===== src/rtl/spi_mem_ctrl.sv =====
// SPI mode-0 memory controller: one read (0x03) or write (0x02) of 1..MAX_BYTES bytes per request.
// Optional build macro SPI_MEM_FAST_READ_EN: reads use 0x0B followed by 8 dummy SCLK cycles.
module spi_mem_ctrl #(
   parameter int unsigned ADDR_W    = 24,
   parameter int unsigned MAX_BYTES = 4,
   parameter int unsigned CLK_DIV   = 1
) (
   input  logic                   clk,
   input  logic                   rst_n,
   input  logic                   req_valid,
   output logic                   req_ready,
   input  logic                   req_write,
   input  logic [ADDR_W-1:0]      req_addr,
   input  logic [1:0]             req_len,
   input  logic [8*MAX_BYTES-1:0] req_wdata,
   output logic                   rsp_valid,
   output logic [8*MAX_BYTES-1:0] rsp_rdata,
   output logic                   sclk,
   output logic                   mosi,
   output logic                   cs_n,
   input  logic                   miso
);

   localparam int unsigned      SH_W     = 32;
   localparam int unsigned      DIV_W    = (CLK_DIV > 1) ? $clog2(CLK_DIV) : 1;
   localparam logic [DIV_W-1:0] DIV_LAST = DIV_W'(CLK_DIV - 1);
   localparam logic [1:0]       NB_MAX   = 2'(MAX_BYTES - 1);
   localparam logic [7:0]       CMD_WR   = 8'h02;
`ifdef SPI_MEM_FAST_READ_EN
   localparam logic [7:0]       CMD_RD   = 8'h0B;
`else
   localparam logic [7:0]       CMD_RD   = 8'h03;
`endif

   typedef enum logic [2:0] {
      StIdle,
      StCmd,
      StAddr,
`ifdef SPI_MEM_FAST_READ_EN
      StDummy,
`endif
      StData,
      StDone
   } state_e;

   state_e                 r_state, w_state;
   logic [DIV_W-1:0]       r_div, w_div;
   logic                   r_sclk, w_sclk;
   logic                   r_mosi, w_mosi;
   logic                   r_cs_n, w_cs_n;
   logic                   r_rsp, w_rsp;
   logic [5:0]             r_bit, w_bit;
   logic [SH_W-1:0]        r_sh, w_sh;
   logic [6:0]             r_rx, w_rx;
   logic [8*MAX_BYTES-1:0] r_rdata, w_rdata;
   logic                   r_write, w_write;
   logic [ADDR_W-1:0]      r_addr, w_addr;
   logic [8*MAX_BYTES-1:0] r_wdata, w_wdata;
   logic [1:0]             r_nbm1, w_nbm1;

   logic [7:0]             w_cmd;
   logic [SH_W-1:0]        w_addr_sh;
   logic [SH_W-1:0]        w_data_sh;
   logic [7:0]             w_rx_byte;
   logic [1:0]             w_rx_k;
   logic [5:0]             w_data_bits;

   assign w_cmd       = req_write ? CMD_WR : CMD_RD;
   assign w_addr_sh   = SH_W'(r_addr) << (SH_W - ADDR_W);
   assign w_rx_byte   = {r_rx, miso};
   // Received bits count down through the data phase, so the byte index runs upward.
   assign w_rx_k      = r_nbm1 - r_bit[4:3];
   assign w_data_bits = {1'b0, r_nbm1, 3'b111};

   // Write data goes out byte 0 first; left-align it so the shifter's MSB is the next bit.
   always_comb begin
      w_data_sh = '0;
      if (r_write) begin
         for (int unsigned b = 0; b < MAX_BYTES; b++) begin
            w_data_sh[SH_W-1-8*b -: 8] = r_wdata[8*b +: 8];
         end
      end
   end

   always_ff @(posedge clk) begin
      if (!rst_n) begin
         r_state <= StIdle;
         r_div   <= '0;
         r_sclk  <= 1'b0;
         r_mosi  <= 1'b0;
         r_cs_n  <= 1'b1;
         r_rsp   <= 1'b0;
         r_bit   <= '0;
         r_sh    <= '0;
         r_rx    <= '0;
         r_rdata <= '0;
         r_write <= 1'b0;
         r_addr  <= '0;
         r_wdata <= '0;
         r_nbm1  <= '0;
      end else begin
         r_state <= w_state;
         r_div   <= w_div;
         r_sclk  <= w_sclk;
         r_mosi  <= w_mosi;
         r_cs_n  <= w_cs_n;
         r_rsp   <= w_rsp;
         r_bit   <= w_bit;
         r_sh    <= w_sh;
         r_rx    <= w_rx;
         r_rdata <= w_rdata;
         r_write <= w_write;
         r_addr  <= w_addr;
         r_wdata <= w_wdata;
         r_nbm1  <= w_nbm1;
      end
   end

   always_comb begin
      w_state = r_state;
      w_div   = r_div;
      w_sclk  = r_sclk;
      w_mosi  = r_mosi;
      w_cs_n  = r_cs_n;
      w_rsp   = 1'b0;
      w_bit   = r_bit;
      w_sh    = r_sh;
      w_rx    = r_rx;
      w_rdata = r_rdata;
      w_write = r_write;
      w_addr  = r_addr;
      w_wdata = r_wdata;
      w_nbm1  = r_nbm1;

      case (r_state)
         StIdle: begin
            if (req_valid) begin
               w_state = StCmd;
               w_write = req_write;
               w_addr  = req_addr;
               w_wdata = req_wdata;
               w_nbm1  = (req_len > NB_MAX) ? NB_MAX : req_len;
               w_rdata = '0;
               w_rx    = '0;
               w_cs_n  = 1'b0;
               w_sclk  = 1'b0;
               w_div   = '0;
               w_bit   = 6'd7;
               w_sh    = {w_cmd, 24'd0};
               w_mosi  = w_cmd[7];
            end
         end

         StDone: begin
            w_state = StIdle;
         end

         default: begin
            if (r_div != DIV_LAST) begin
               w_div = r_div + DIV_W'(1);
            end else begin
               w_div = '0;
               if (!r_sclk) begin
                  w_sclk = 1'b1;
               end else begin
                  // End of a high phase: sample miso, then start the next low phase.
                  w_sclk = 1'b0;
                  if (r_state == StData && !r_write) begin
                     w_rx = w_rx_byte[6:0];
                     if (r_bit[2:0] == 3'd0) begin
                        for (int unsigned b = 0; b < MAX_BYTES; b++) begin
                           if (w_rx_k == 2'(b)) begin
                              w_rdata[8*b +: 8] = w_rx_byte;
                           end
                        end
                     end
                  end

                  if (r_bit != 6'd0) begin
                     w_bit  = r_bit - 6'd1;
                     w_sh   = r_sh << 1;
                     w_mosi = r_sh[SH_W-2];
                  end else begin
                     case (r_state)
                        StCmd: begin
                           w_state = StAddr;
                           w_bit   = 6'(ADDR_W - 1);
                           w_sh    = w_addr_sh;
                           w_mosi  = w_addr_sh[SH_W-1];
                        end
                        StAddr: begin
`ifdef SPI_MEM_FAST_READ_EN
                           if (!r_write) begin
                              w_state = StDummy;
                              w_bit   = 6'd7;
                              w_sh    = '0;
                              w_mosi  = 1'b0;
                           end else begin
                              w_state = StData;
                              w_bit   = w_data_bits;
                              w_sh    = w_data_sh;
                              w_mosi  = w_data_sh[SH_W-1];
                           end
`else
                           w_state = StData;
                           w_bit   = w_data_bits;
                           w_sh    = w_data_sh;
                           w_mosi  = w_data_sh[SH_W-1];
`endif
                        end
`ifdef SPI_MEM_FAST_READ_EN
                        StDummy: begin
                           w_state = StData;
                           w_bit   = w_data_bits;
                           w_sh    = w_data_sh;
                           w_mosi  = w_data_sh[SH_W-1];
                        end
`endif
                        default: begin
                           w_state = StDone;
                           w_cs_n  = 1'b1;
                           w_rsp   = 1'b1;
                           w_mosi  = 1'b0;
                        end
                     endcase
                  end
               end
            end
         end
      endcase
   end

   assign req_ready = (r_state == StIdle);
   assign rsp_valid = r_rsp;
   assign rsp_rdata = r_rdata;
   assign sclk      = r_sclk;
   assign mosi      = r_mosi;
   assign cs_n      = r_cs_n;

endmodule


===== config.mk =====
export PLATFORM = sky130hd
export DESIGN_NAME = spi_mem_ctrl
export DESIGN_NICKNAME = d
export VERILOG_FILES = /design/src/rtl/spi_mem_ctrl.sv
export SDC_FILE = /design/constraint.sdc
export NUM_CORES = 1
export LEC_CHECK = 0
export BUFFER_PORTS_ARGS = -buffer_cell sky130_fd_sc_hd__buf_4
export CAP_MARGIN = 0
export CORE_MARGIN = 2
export CORE_UTILIZATION = 60
export CTS_CLUSTER_SIZE = 12
export DETAILED_ROUTE_END_ITERATION = 8
export GPL_TIMING_DRIVEN = 0
export PLACE_DENSITY = 0.84
export SETUP_SLACK_MARGIN = 0.02
export SYNTH_ARGS = -nofsm -noshare
export SYNTH_HDL_FRONTEND = slang
export SYNTH_SLANG_ARGS = --single-unit

===== constraint.sdc =====
create_clock -name clk -period 4.4 [get_ports clk]
set_input_delay 0 -clock clk [delete_from_list [all_inputs] [get_ports clk]]
set_output_delay 0 -clock clk [all_outputs]
set_load 0.01 [all_outputs]

==> flow_summary_export.csv <==
group,metric,value,unit
synth,synth_top_area_cell,"dfxtp_1",
synth,synth_commonest_cells,"nand2_1, dfxtp_1, a21oi_1",
clock_network,cts_buffer_depth,2,
final_layout,fillers,674,
synth,synth-warning-count,0,
floorplan,die_y,102.9,um
critical_path,arrival,3040,ps
routing,firstDrtPassIters,8,
routing,viasPerCell,6.106,
critical_path,cpLargestDelayFamily,"simple AND/OR/NAND/NOR gates",
routing,wirelength,19.47,mm
clock_network,cts_setup_buffers,0,
synth,syn_nets,801,
synth,yosysMostFrequentCell,"nand2_1",
final_layout,stdcell_area,0.007954,mm2
sta,setup_viol,0,
sta,timing.fmax,387.7,MHz
synth,avgSynthCellArea,7.989,um2
pwr,vdd.ir_drop.worst,278.8,uV
synth,ys_ff_latch,142,
placed_design,dp_hpwl,12.24,mm
critical_path,slowest_delay,1080,ps
synth,synthArstFlopShare,0,%
global_routing,grt_pass1_wl,30.53,mm
clock_network,root_buffer,"clkbuf_8",
final_layout,fin_util,82.52,%
final_layout,n_antenna_cell,0,
routing,num_vias,6472,
clock_network,cts_sinks,142,
critical_path,reg2reg_from,"r_write$_SDFFE_PN0P_",
final_layout,nNetsFinal,980,
critical_path,crit_end,"r_sh[16]$_SDFFE_PN0P_",
critical_path,rrSetupSlack,1820,ps
critical_path,criticalPathCategory,"flip-flop to flip-flop",
synth,synth_edf_count,0,
sta,maxSlewViolCount,0,
outcome,outcome,"complete, no violations",
critical_path,r2r_cells,5,
sta,tightest_slew,1324,ps
critical_path,crit_fanout,10,
run,max-cap-violations,0,
routing,post_drt_wl_per_cell,18.36,um
synth,synthCells,735,
min_path,min_path_type,"primary input to flip-flop",
synth,ys_seq_area_share,48.41,%
synth,synth_top_area_share,48.41,%
global_routing,antenna_found_initial,0,
final_layout,drive_gt1_share,16.29,%
floorplan,ioPinCount,100,
clock_network,ctsHoldBuffers,61,
floorplan,start_util,60.92,%
clock_network,cts_buffers,17,
sta,min_period,2579,ps
clock_network,clock_latency,540,ps
pwr,power_density,473.9,mW/mm2
global_routing,grt_overflow,0,
floorplan,die_width,102.9,um
synth,ys_top_cells_by_area,"dfxtp_1, nand2_1, a21oi_1",
sta,slew_headroom,10.54,%
sta,hold_violations,0,
routing,drtAntennaViolNets,0,
routing,drt_iter0_drc,642,
critical_path,cp.buffers_inverters,1,
clock_network,htreeDepth,4,
critical_path,crit_required,4860,ps
critical_path,crit_path_start_kind,"flip-flop",
clock_network,cts_tree,"yes",
routing,drc,0,
global_routing,grtUsageTotal,37.61,%
critical_path,r2r-end,"r_sh[16]$_SDFFE_PN0P_",
floorplan,core_area,0.009639,mm2
placed_design,numPortBuffers,99,
critical_path,startpoint,"r_write$_SDFFE_PN0P_",
sta,rsz0062_at_grt,"no",
critical_path,path_cells,"nor4bb_1 -> clkbuf_1 -> and3_1 -> a31oi_1 -> a31oi_1",
final_layout,multi_input_area,0.002763,mm2
clock_network,cts_resized,0,
final_layout,synthToLayoutAreaGrowth,35.46,%
synth,syn-cell-area,0.005872,mm2
global_routing,grt_pass1_vias,6482,
pwr,p_leak,3.048,nW
sta,finClkSkew,12.15,ps
synth,synth_flop_cell,"dfxtp_1",
critical_path,cp_common_cell,"a31oi_1",
final_layout,register_area,0.002843,mm2
critical_path,cp.depth,5,
placed_design,gp_congestion,0.9546,
placed_design,dpl-instance-area,0.006782,mm2
critical_path,slowest_stage,"nor4bb_1",
clock_network,cts.clk_slew.worst_paths,70,ps
floorplan,die_area,0.01059,mm2
global_routing,grt_start_max_net_pins,17,
sta,tns,0,ps
critical_path,endpoint_kind,"flip-flop",
floorplan,rows,36,
synth,synth_cell_types,46,
sta,fin_crit_sh,58.62,%
[layer usage]
metal | GRT usage [%] | part of all wire (%) | up-vias
li1 | - | - | 2947
met1 | 44.52 | 37 | 3021
met2 | 62.54 | 49 | 421
met3 | 9.288 | 10 | 83
met4 | 20.95 | 3.8 | 0
met5 | 0 | 0 | -
[cells by family after synthesis]
family / after synthesis / synth area share [%]
xor gates and xnor gates: 3 / 0.9375
adders and majority gates: 3 / 0.6393
and+or+nand+nor: 284 / 21.71
buffers and inverters: 65 / 4.539
AOI/OAI and AO/OA: 238 / 23.76
DFF: 142 / 48.41
[flip-flops by register name (all words and copies together), names as in the netlist]
signal	flops
r_state	3
rsp_rdata	32
r_bit	6
sclk	1
r_write	1
r_sh	31
r_wdata	32
rsp_valid	1
r_addr	24
r_rx	7
cs_n	1
r_nbm1	2
mosi	1
[stage by stage]
step	worst slack [ps]	cells	hold WS [ps]	power [W]
6_report	1821	1060	260.5	0.003770
2_1_floorplan	2574	735	136.0	0.002037
3_5_place_dp	1989	967	255.5	0.002310
3_3_place_gp	2005	967	247.6	0.002283
4_1_cts	1989	1060	255.9	0.003711
5_1_grt	1761	1060	277.3	0.003904
[how the worst min path moves through the flow]
stage | start | to | slack [ps] | cells past startpoint
finish | req_addr[13] | r_addr[13]$_SDFFE_PN0P_ | 260 | 4
global route | req_wdata[4] | r_wdata[4]$_SDFFE_PN0P_ | 280 | 4
CTS | req_addr[7] | r_addr[7]$_SDFFE_PN0P_ | 260 | 4
detailed placement | req_addr[11] | r_addr[11]$_SDFFE_PN0P_ | 260 | 3
global placement | req_addr[14] | r_addr[14]$_SDFFE_PN0P_ | 250 | 3
floorplan | req_wdata[12] | r_wdata[12]$_SDFFE_PN0P_ | 140 | 2
[where the power goes]
part           internal, W  total [W]  switching, W
combinational     0.000296   0.000903      0.000606
clock             0.000778    0.00138      0.000598
sequential         0.00140    0.00149     0.0000854
total              0.00248    0.00377       0.00129
[worst register-to-register path: stages, from the launching register on]
cell and delay (ps):
dfxtp_1 510, nor4bb_1 1080, clkbuf_1 440, and3_1 230, a31oi_1 60, a31oi_1 200
[cells in the final DEF (no fill, tap or decap), types with 9 or more instances in the layout]
| master | instances |
|---|---|
| clkbuf_16 | 16 |
| o21ai_0 | 46 |
| nand2_1 | 158 |
| clkbuf_1 | 45 |
| a22oi_1 | 36 |
| a21oi_1 | 102 |
| buf_2 | 9 |
| nand3_1 | 34 |
| buf_4 | 100 |
| nor2_1 | 47 |
| dfxtp_1 | 142 |
| nor3_1 | 9 |
| a31oi_1 | 33 |
| and3_1 | 11 |
| dlygate4sd3_1 | 61 |
[cell type report]
type / instances / share of cell area, %
repair buffers: 160 / 17.02
clock inverters: 13 / 1.636
flip-flops and latches: 142 / 35.74
clock buffers: 19 / 5.427
well taps: 133 / 2.092
plain buffers: 58 / 3.020
inverters: 7 / 0.3303
multi-input cells: 528 / 34.73
Note: power is estimated with default switching activity, not from simulation.
